<file path="config.mk">
export PLATFORM = sky130hd
export DESIGN_NAME = mem_arbiter
export DESIGN_NICKNAME = d
export VERILOG_FILES = /design/src/rtl/mem_arbiter.sv
export SDC_FILE = /design/constraint.sdc
export NUM_CORES = 1
export LEC_CHECK = 0
export ABC_AREA = 1
export BUFFER_PORTS_ARGS = -buffer_cell sky130_fd_sc_hd__buf_2
export CORE_AREA = 2 2 295 297
export CTS_CLUSTER_DIAMETER = 100
export CTS_CLUSTER_SIZE = 30
export DETAILED_ROUTE_END_ITERATION = 10
export DIE_AREA = 0 0 297 299
export SYNTH_ARGS = -nofsm -noshare
export SYNTH_HDL_FRONTEND = slang
export SYNTH_SLANG_ARGS = --single-unit
</file>
<file path="constraint.sdc">
create_clock -name clock -period 4.12 [get_ports clock]
set_clock_uncertainty 0.05 [all_clocks]
set_input_delay 1.236 -clock clock [delete_from_list [all_inputs] [get_ports clock]]
set_output_delay 1.236 -clock clock [all_outputs]
set_load 0.005 [all_outputs]
</file>
<file path="src/rtl/mem_arbiter.sv">
// mem_arbiter: shares one main-memory port between the I$ fill path and the
// D$ miss/evict path. One-cycle request pulses are captured into per-requester
// pending slots, granted round-robin, and exactly one memory transaction is
// kept outstanding. The response is routed back combinationally to the
// granted requester. A watchdog reissues a transaction that gets no response.
//
// Ports:
//   clock, reset              system clock (rising edge), async active-low reset
//   icache_req_*              I$ fill request pulse + line address
//   icache_rsp_*              I$ response pulse + fill data
//   dcache_req_*              D$ request pulse, address, store flag, evict data
//   dcache_rsp_*              D$ response pulse (fill data or write ACK)
//   mem_req_*                 memory request pulse, address, write flag, data
//   mem_rsp_*                 memory response pulse + read data
//   busy                      a transaction is outstanding
//   protocol_error            one-cycle flag for an illegal handshake (registered)
//   timeout_error             one-cycle flag when the watchdog expires
//
// state    | meaning
// ---------+-----------------------------------------------------------------
// IDLE     | no transaction outstanding; issues a request if a slot is pending
// WAIT_RSP | request issued; waiting for mem_rsp_valid or watchdog expiry

module mem_arbiter #(
   parameter int ADDR_WIDTH = 32,
   parameter int LINE_WIDTH = 128,
   parameter int TIMEOUT    = 64
) (
   input  logic                  clock,
   input  logic                  reset,
   input  logic                  icache_req_valid,
   input  logic [ADDR_WIDTH-1:0] icache_req_addr,
   output logic                  icache_rsp_valid,
   output logic [LINE_WIDTH-1:0] icache_rsp_data,
   input  logic                  dcache_req_valid,
   input  logic [ADDR_WIDTH-1:0] dcache_req_addr,
   input  logic                  dcache_req_is_store,
   input  logic [LINE_WIDTH-1:0] dcache_req_data,
   output logic                  dcache_rsp_valid,
   output logic [LINE_WIDTH-1:0] dcache_rsp_data,
   output logic                  mem_req_valid,
   output logic [ADDR_WIDTH-1:0] mem_req_addr,
   output logic                  mem_req_is_store,
   output logic [LINE_WIDTH-1:0] mem_req_data,
   input  logic                  mem_rsp_valid,
   input  logic [LINE_WIDTH-1:0] mem_rsp_data,
   output logic                  busy,
   output logic                  protocol_error,
   output logic                  timeout_error
);

   typedef enum logic {
      IDLE     = 1'b0,
      WAIT_RSP = 1'b1
   } state_t;

   localparam logic GNT_I = 1'b0;
   localparam logic GNT_D = 1'b1;

   localparam int              WD_W    = $clog2(TIMEOUT);
   localparam logic [WD_W-1:0] WD_LAST = WD_W'(TIMEOUT - 1);

   state_t                state, next_state;
   logic                  grant_id, next_grant, last_grant;
   logic [WD_W-1:0]       watchdog;

   logic                  i_pend;
   logic [ADDR_WIDTH-1:0] i_addr;
   logic                  d_pend;
   logic [ADDR_WIDTH-1:0] d_addr;
   logic                  d_store;
   logic [LINE_WIDTH-1:0] d_data;

   logic                  i_done, d_done;
   logic                  rsp_in_idle;
   logic                  i_dup, d_dup;

   // FSM state register, grant bookkeeping and watchdog
   always_ff @(posedge clock or negedge reset) begin
      if (!reset) begin
         state      <= IDLE;
         grant_id   <= GNT_I;
         last_grant <= GNT_D;
         watchdog   <= '0;
      end else begin
         state <= next_state;
         if (state == IDLE && mem_req_valid) begin
            grant_id   <= next_grant;
            last_grant <= next_grant;
         end
         if (state == WAIT_RSP && next_state == WAIT_RSP)
            watchdog <= watchdog + 1'b1;
         else
            watchdog <= '0;
      end
   end

   always_comb begin
      next_state       = state;
      next_grant       = grant_id;
      i_done           = 1'b0;
      d_done           = 1'b0;
      rsp_in_idle      = 1'b0;
      mem_req_valid    = 1'b0;
      mem_req_addr     = '0;
      mem_req_is_store = 1'b0;
      mem_req_data     = '0;
      icache_rsp_valid = 1'b0;
      icache_rsp_data  = '0;
      dcache_rsp_valid = 1'b0;
      dcache_rsp_data  = '0;
      timeout_error    = 1'b0;

      case (state)
         IDLE: begin
            rsp_in_idle = mem_rsp_valid;
            if (i_pend || d_pend) begin
               mem_req_valid = 1'b1;
               if (i_pend && d_pend)
                  next_grant = ~last_grant;
               else
                  next_grant = d_pend ? GNT_D : GNT_I;
               if (next_grant == GNT_D) begin
                  mem_req_addr     = d_addr;
                  mem_req_is_store = d_store;
                  mem_req_data     = d_data;
               end else begin
                  mem_req_addr = i_addr;
               end
               next_state = WAIT_RSP;
            end
         end
         WAIT_RSP: begin
            if (mem_rsp_valid) begin
               if (grant_id == GNT_D) begin
                  dcache_rsp_valid = 1'b1;
                  dcache_rsp_data  = mem_rsp_data;
                  d_done           = 1'b1;
               end else begin
                  icache_rsp_valid = 1'b1;
                  icache_rsp_data  = mem_rsp_data;
                  i_done           = 1'b1;
               end
               next_state = IDLE;
            end else if (watchdog == WD_LAST) begin
               // slot stays pending so the request is re-arbitrated
               timeout_error = 1'b1;
               next_state    = IDLE;
            end
         end
         default: next_state = IDLE;
      endcase
   end

   assign busy = (state == WAIT_RSP);

   // A request into an occupied slot is only legal when that slot's
   // response is delivered in the same cycle; then the new request reloads it.
   assign i_dup = icache_req_valid && i_pend && !i_done;
   assign d_dup = dcache_req_valid && d_pend && !d_done;

   always_ff @(posedge clock or negedge reset) begin
      if (!reset) begin
         i_pend         <= 1'b0;
         i_addr         <= '0;
         d_pend         <= 1'b0;
         d_addr         <= '0;
         d_store        <= 1'b0;
         d_data         <= '0;
         protocol_error <= 1'b0;
      end else begin
         if (i_done)
            i_pend <= 1'b0;
         if (icache_req_valid && (!i_pend || i_done)) begin
            i_pend <= 1'b1;
            i_addr <= icache_req_addr;
         end
         if (d_done)
            d_pend <= 1'b0;
         if (dcache_req_valid && (!d_pend || d_done)) begin
            d_pend  <= 1'b1;
            d_addr  <= dcache_req_addr;
            d_store <= dcache_req_is_store;
            d_data  <= dcache_req_data;
         end
         protocol_error <= i_dup || d_dup || rsp_in_idle;
      end
   end

endmodule

</file>
==> qor.yml, run 1 <==
gr-total-overflow: 0
ant_nets: 0
slew_headroom_pct: 47.9
vdd_drop_max_v: 0.000423
drc: 0
cts_hold_buf: 0
finalHoldViolCount: 0
endpoint_kind: "primary output"
layout.nets: 2703
viasPerCell: 3.72
cp.arrival_ns: 2.59
synth_top_area_share_pct: 46.0
period_share_pct: 94.1
hold_ws_ns: 0.426
placementRows: 108
outcome: "completed"
async_reset_ff_share_pct: 100
syn_inst: 1686
grtUsageMet1_pct: 17.3
ios: 749
antenna_found_initial: 69
area_growth_pct: 52.2
cts_root_buf: "clkbuf_16"
cts_max_level: 1
drt_first_iter_violations: 918
tns_ns: 0
grt_pass1_wl_mm: 95.1
post_dp_cell_area_mm2: 0.0163
dieHeight_um: 299
tightest_slew_ns: 0.781
io_buffers: 748
yosys_warnings: 0
dpl.hpwl_mm: 56.9
grt_util_met2_pct: 26.5
clkTransAtPathRegs_ns: 0.12
synth_most_common_cell: "nor2_1"
grt_use_total_pct: 14.9
post-cts-setup-buffers: 0
yosysTopAreaCell: "dfrtp_1"
cts_tree: "yes"
grt_pass1_vias: 12500
die_area_mm2: 0.0888
dr_total_vias: 13200
synth_ff_type: "dfrtp_1"
synthTopCellsByCount: "nor2_1 (459), nand2_1 (396), inv_1 (263)"
ys_types: 24
hold_class: "reg -> reg"
p_leak_uw: 0.0105
fin_ws_ns: 0.242
dr.pass1.iters: 5
syn-cell-area_mm2: 0.0111
ys_ff_latch: 205
cap_violations: 0
start_util_pct: 12.9
critPathRequiredTime_ns: 2.83
met3_usage_pct: 3.42
drive_gt1_share_pct: 34.4
worst-setup-path-type: "reg -> out"
top_usage_layer: "met2"
finalSetupViolCount: 0
gp_congestion: 1.01
drt-total-wl_mm: 69.4
finalMaxSlewViolations: 0
synth_edf_count: 0
rsz0062_at_grt: "false"
grt_max_degree: 87
p_per_area_mw_per_mm2: 612
insertion_delay_ns: 0.54
synth.net_count: 2013
cts_resized: 0
cts.sinks: 205
place_ws_ns: 0.512
cts_buffer_depth: 3
fmax_ghz: 0.258
fin_crit_ns: 3.88
avgSynthCellArea_um2: 6.59
final_area_mm2: 0.0169
die_width_um: 297
core-area_mm2: 0.0859
ys_seq_area_share_pct: 46.2
cts_made_buffers: 15
crit_fanout: 24
synth.top_cells.by_area: "dfrtp_1 (46%), nor2_1 (16%), nand2_1 (13%)"
wl_per_cell_um: 19.5
start_kind: "flip-flop"
-- final cells by class --
class                      count  area, µm²
tap                         1155       1450
multi-input combinational   1103       4550
sequential                   205       5130
clock buffer                  15        375
fill                        9912      69000
antenna                       10       25.0
clock inverter                10        206
timing repair buffer         786       4170
inverter                     265        995
-- per-stage QoR --
| stage | total power [µW] | util, % | std cells |
|---|---|---|---|
| after CTS | 10600 | 19.6 | 3539 |
| after global routing | 11300 | 19.7 | 3545 |
| final | 10300 | 19.7 | 3549 |
| after global placement | 8680 | 19.0 | 3514 |
| after detailed placement | 8760 | 19.0 | 3514 |
| after floorplan | 6210 | - | 1686 |
-- logic make-up after synthesis --
kind of cell,count (synthesis),share of synthesized area (%)
AO/OA/AOI/OAI,37,1.70
flip-flops,205,46.2
AND/OR/NAND/NOR,1062,38.4
XOR/XNOR,3,0.237
adder cells (fa/ha/maj),1,0.113
buffers and inverters,378,13.4
-- state kept, by name, indices dropped and copies added, names as in the netlist --
name and cells:
i_addr 32, protocol_error 1, grant_id 1, d_store 1
d_addr 32, d_data 128, i_pend 1, watchdog 6
d_pend 1, last_grant 1, busy 1
-- placed cells by master (no fill, tap or decap) --
cell type     n
nand3_1     199
dfrtp_1     204
inv_1       263
o21ai_0      35
dfstp_2       1
nand2_8       3
a21oi_4       1
buf_4        28
clkinv_16     5
nor2_1      459
buf_6         1
nand3_4       2
nand2_1     396
buf_8         1
inv_2         2
inv_12        1
nor2_2        1
or2_1         1
clkinvlp_4    2
a21oi_1       1
buf_2       746
clkinv_2      1
clkbuf_16    15
inv_16        1
diode_2      10
xnor2_1       1
xor2_1        2
buf_12       10
nor3_1        1
ha_1          1
-- power by group --
group	switching (µW)	internal, µW
clock	989	767
sequential	532	2950
combinational	3290	1810
-- path summary, 6_finish.rpt --
kind                                       startpoint                endpoint  slack (ns)  depth (start not counted)
worst max-delay path               d_pend$_DFFE_PN0P_        mem_req_addr[31]        0.24                          8
worst min-delay path            i_addr[5]$_DFFE_PN0P_   i_addr[5]$_DFFE_PN0P_        0.43                          2
worst max register to register         busy$_DFF_PN0_  d_data[63]$_DFFE_PN0P_        1.76                          7
worst min register to register  i_addr[5]$_DFFE_PN0P_   i_addr[5]$_DFFE_PN0P_        0.43                          2
max in group asynchronous                       reset  d_data[47]$_DFFE_PN0P_        2.52                          2
min in group asynchronous                       reset  d_addr[15]$_DFFE_PN0P_        0.63                          1
-- worst max-delay path: stages (launching register included) --
cell     delay (ns)
dfrtp_1        0.53
inv_2          0.07
a21oi_4        0.36
buf_4          0.35
inv_1          0.09
buf_4          0.21
nor2_1         0.17
nor2_1         0.09
buf_2          0.13
-- routing by layer --
layer / vias to the layer above / wire length (µm)
met5: - / 80
met4: 12 / 3190
met3: 163 / 4890
met2: 656 / 34200
met1: 6038 / 27000
li1: 6337 / -
(Power assumes the default switching activity.)
==> run 2: changes to the inputs <==
--- a/config.mk
+++ b/config.mk
@@ -12,6 +12,7 @@
 export CTS_CLUSTER_SIZE = 30
 export DETAILED_ROUTE_END_ITERATION = 10
 export DIE_AREA = 0 0 297 299
+export SETUP_SLACK_MARGIN = 0.5
 export SYNTH_ARGS = -nofsm -noshare
 export SYNTH_HDL_FRONTEND = slang
 export SYNTH_SLANG_ARGS = --single-unit
==> run 2 against run 1 <==
Against the previous run:
- global-route usage barely moved
- flip-flop and latch count did not move
- routed wire length increased by 1.1%
- setup slack gained 0.32 ns
- count of clock-buffer cells in the layout did not move
- die area unchanged
- sequential power about the same
- hold slack got worse by 0.00069 ns
- largest cell class unchanged
==> qor.yml, run 2 (same netlist as run 1, synthesis figures left out) <==
outcome: "completed"  # unchanged
fin_crit_ns: 3.56  # was 3.88 ns
dpl.hpwl_mm: 56.9  # unchanged
drc: 0  # unchanged
gp_congestion: 1.01  # unchanged
drive_gt1_share_pct: 34.8  # was 34.4%
grt_pass1_vias: 12500  # about the same
p_per_area_mw_per_mm2: 616  # was 612 mW/mm²
p_switching_uw: 4870  # was 4810 µW
finalMaxSlewViolations: 0  # unchanged
top_register: "d_data"  # unchanged
ant_nets: 0  # unchanged
cts_made_buffers: 15  # unchanged
cts.sinks: 205  # unchanged
viasPerCell: 3.73  # was 3.72
cp_common_cell: "buf_2"
grt_pass1_wl_mm: 95.2  # was 95.1 mm
vdd_drop_max_v: 0.000426  # was 0.000423 V
drt-total-wl_mm: 70.1  # was 69.4 mm
die_area_mm2: 0.0888  # unchanged
hold_class: "reg -> reg"  # unchanged
insertion_delay_ns: 0.54  # about the same
endpoint_kind: "primary output"  # unchanged
path_cells: "buf_2 > nand3_4 > buf_12 > nor2_1 > buf_2"  # was inv_2 > a21oi_4 > buf_4 > inv_1 > buf_4 > nor2_1 > nor2_1 > buf_2
max_stage_delay_ns: 0.34  # was 0.53 ns
reg.largest.list: "d_data: 128 flops, d_addr: 32 flops, i_addr: 32 flops"  # unchanged
crit_buf_inv: 3  # was 5
fin_ws_ns: 0.562  # was 0.242 ns
final_cell_mix: "buf_2 (746), nor2_1 (458), nand2_1 (396), inv_1 (263), dfrtp_1 (201)"  # was buf_2 (746), nor2_1 (459), nand2_1 (396), inv_1 (263), dfrtp_1 (204)
slew_headroom_pct: 47.9  # about the same
p_seq_share_pct: 33.2  # was 33.6%
worst-setup-path-type: "in -> out"  # was reg -> out
crit_fanout: 45  # was 24
final_common_cell: "buf_2"  # unchanged
tns_ns: 0  # unchanged
cts_hold_buf: 0  # unchanged
finalSetupViolCount: 0  # unchanged
critPathTopFamily: "buffers and inverters"  # unchanged
dieHeight_um: 299  # unchanged
fillers: 9901  # was 9912
start_kind: "input pin"  # was flip-flop
p_int_uw: 5610  # was 5530 µW
cp.arrival_ns: 2.27  # was 2.59 ns
p_sw_share_pct: 46.5  # was 46.6%
io_buffers: 748  # unchanged
wl_per_cell_um: 19.7  # was 19.5 µm
dr_total_vias: 13300  # was 13.2k
clkTransAtPathRegs_ns: 0.09  # was 0.12 ns
cts_max_level: 1  # unchanged
placementRows: 108  # unchanged
gr-total-overflow: 0  # unchanged
finalHoldViolCount: 0  # unchanged
fmax_ghz: 0.281  # was 0.258 GHz
grt_use_total_pct: 14.9  # about the same
place_ws_ns: 0.512  # unchanged
cts_buffer_depth: 3  # unchanged
dr.pass1.iters: 5  # unchanged
tightest_slew_ns: 0.782  # was 0.781 ns
core-area_mm2: 0.0859  # unchanged
cap_violations: 0  # unchanged
rsz0062_at_grt: "true"  # was false
layout.nets: 2710  # was 2703
period_share_pct: 86.4  # was 94.1%
slowest_stage: "nor2_1"  # was dfrtp_1
place_inst: 3514  # unchanged
antenna_found_initial: 69  # unchanged
cts_root_buf: "clkbuf_16"  # unchanged
area_growth_pct: 53.3  # was 52.2%
ios: 749  # unchanged
p_leak_uw: 0.0105  # about the same
die_width_um: 297  # unchanged
drt_first_iter_violations: 974  # was 918
grt_max_degree: 87  # unchanged
combPwrFrac_pct: 50.0  # was 49.4%
power_frac_clock_pct: 16.8  # was 17.0%
fin_cells: 3558  # was 3549
critPathRequiredTime_ns: 2.83  # about the same
start_util_pct: 12.9  # unchanged
largest_reg_flops: 128  # unchanged
cts_tree: "yes"  # unchanged
-- run 2: final cells by class --
class	instances	area (µm²)	area share, %
Tap cell	1155	1450	8.49
Clock buffer	15	375	2.21
Clock inverter	10	206	1.21
Sequential cell	205	5130	30.2
Timing Repair Buffer	793	4270	25.1
Multi-Input combinational cell	1103	4560	26.8
Inverter	265	995	5.84
Antenna cell	12	30.0	0.176
-- run 2: path summary, 6_finish.rpt --
path,cells after the start,start,to,slack [ns]
setup / recovery,5,mem_rsp_valid,dcache_rsp_data[26],0.56
hold / removal,2,i_addr[17]$_DFFE_PN0P_,i_addr[17]$_DFFE_PN0P_,0.43
setup reg to reg,8,busy$_DFF_PN0_,d_data[63]$_DFFE_PN0P_,1.79
hold reg to reg,2,i_addr[17]$_DFFE_PN0P_,i_addr[17]$_DFFE_PN0P_,0.43
max in group asynchronous,2,reset,d_data[47]$_DFFE_PN0P_,2.52
min in group asynchronous,1,reset,d_addr[15]$_DFFE_PN0P_,0.63
-- run 2: routing by layer --
layer,up-vias,global-route usage [%],part of all wire [%]
met5,-,0,0.12
met4,12,5.94,4.5
met3,170,3.42,7.0
met2,660,26.5,49
met1,6084,17.4,39
li1,6356,-,-
-- run 2: power by group through the flow --
stage          sequential (µW)  clock (µW)  combinational [µW]
6_report                  3480        1760                5240
5_1_grt                   3610        1920                5930
4_1_cts                   3490        1860                5310
3_5_place_dp              3520           0                5250
3_3_place_gp              3490           0                5190
2_1_floorplan             3350           0                2860
-- run 2: timing repair --
| action | CTS | global route |
|---|---|---|
| setup buffers | 2 | 4 |
| endpoints found under the hold margin | 0 | 0 |
| pin swaps | 1 | 2 |
| gates resized for setup | 5 | 4 |
| setup endpoints to repair | 140 | 175 |
| cloned | 0 | 1 |
-- run 2: metrics by stage --
stage	power, µW	hold WS (ns)	utilization, %	instance area, µm²
after floorplan	6210	0.387	-	11100
after global placement	8680	0.398	19.0	16300
after detailed placement	8760	0.403	19.0	16300
after CTS	10700	0.431	19.7	16900
after global routing	11500	0.447	19.8	17000
final	10500	0.426	19.8	17000
-- run 2: worst reg2reg max path: stages, from the launching register on --
cell	delay [ns]
dfrtp_2	0.51
nand3_4	0.15
buf_4	0.12
buf_4	0.17
nand2_8	0.20
nand2_8	0.35
buf_4	0.51
nand2_1	0.10
nand2_1	0.08
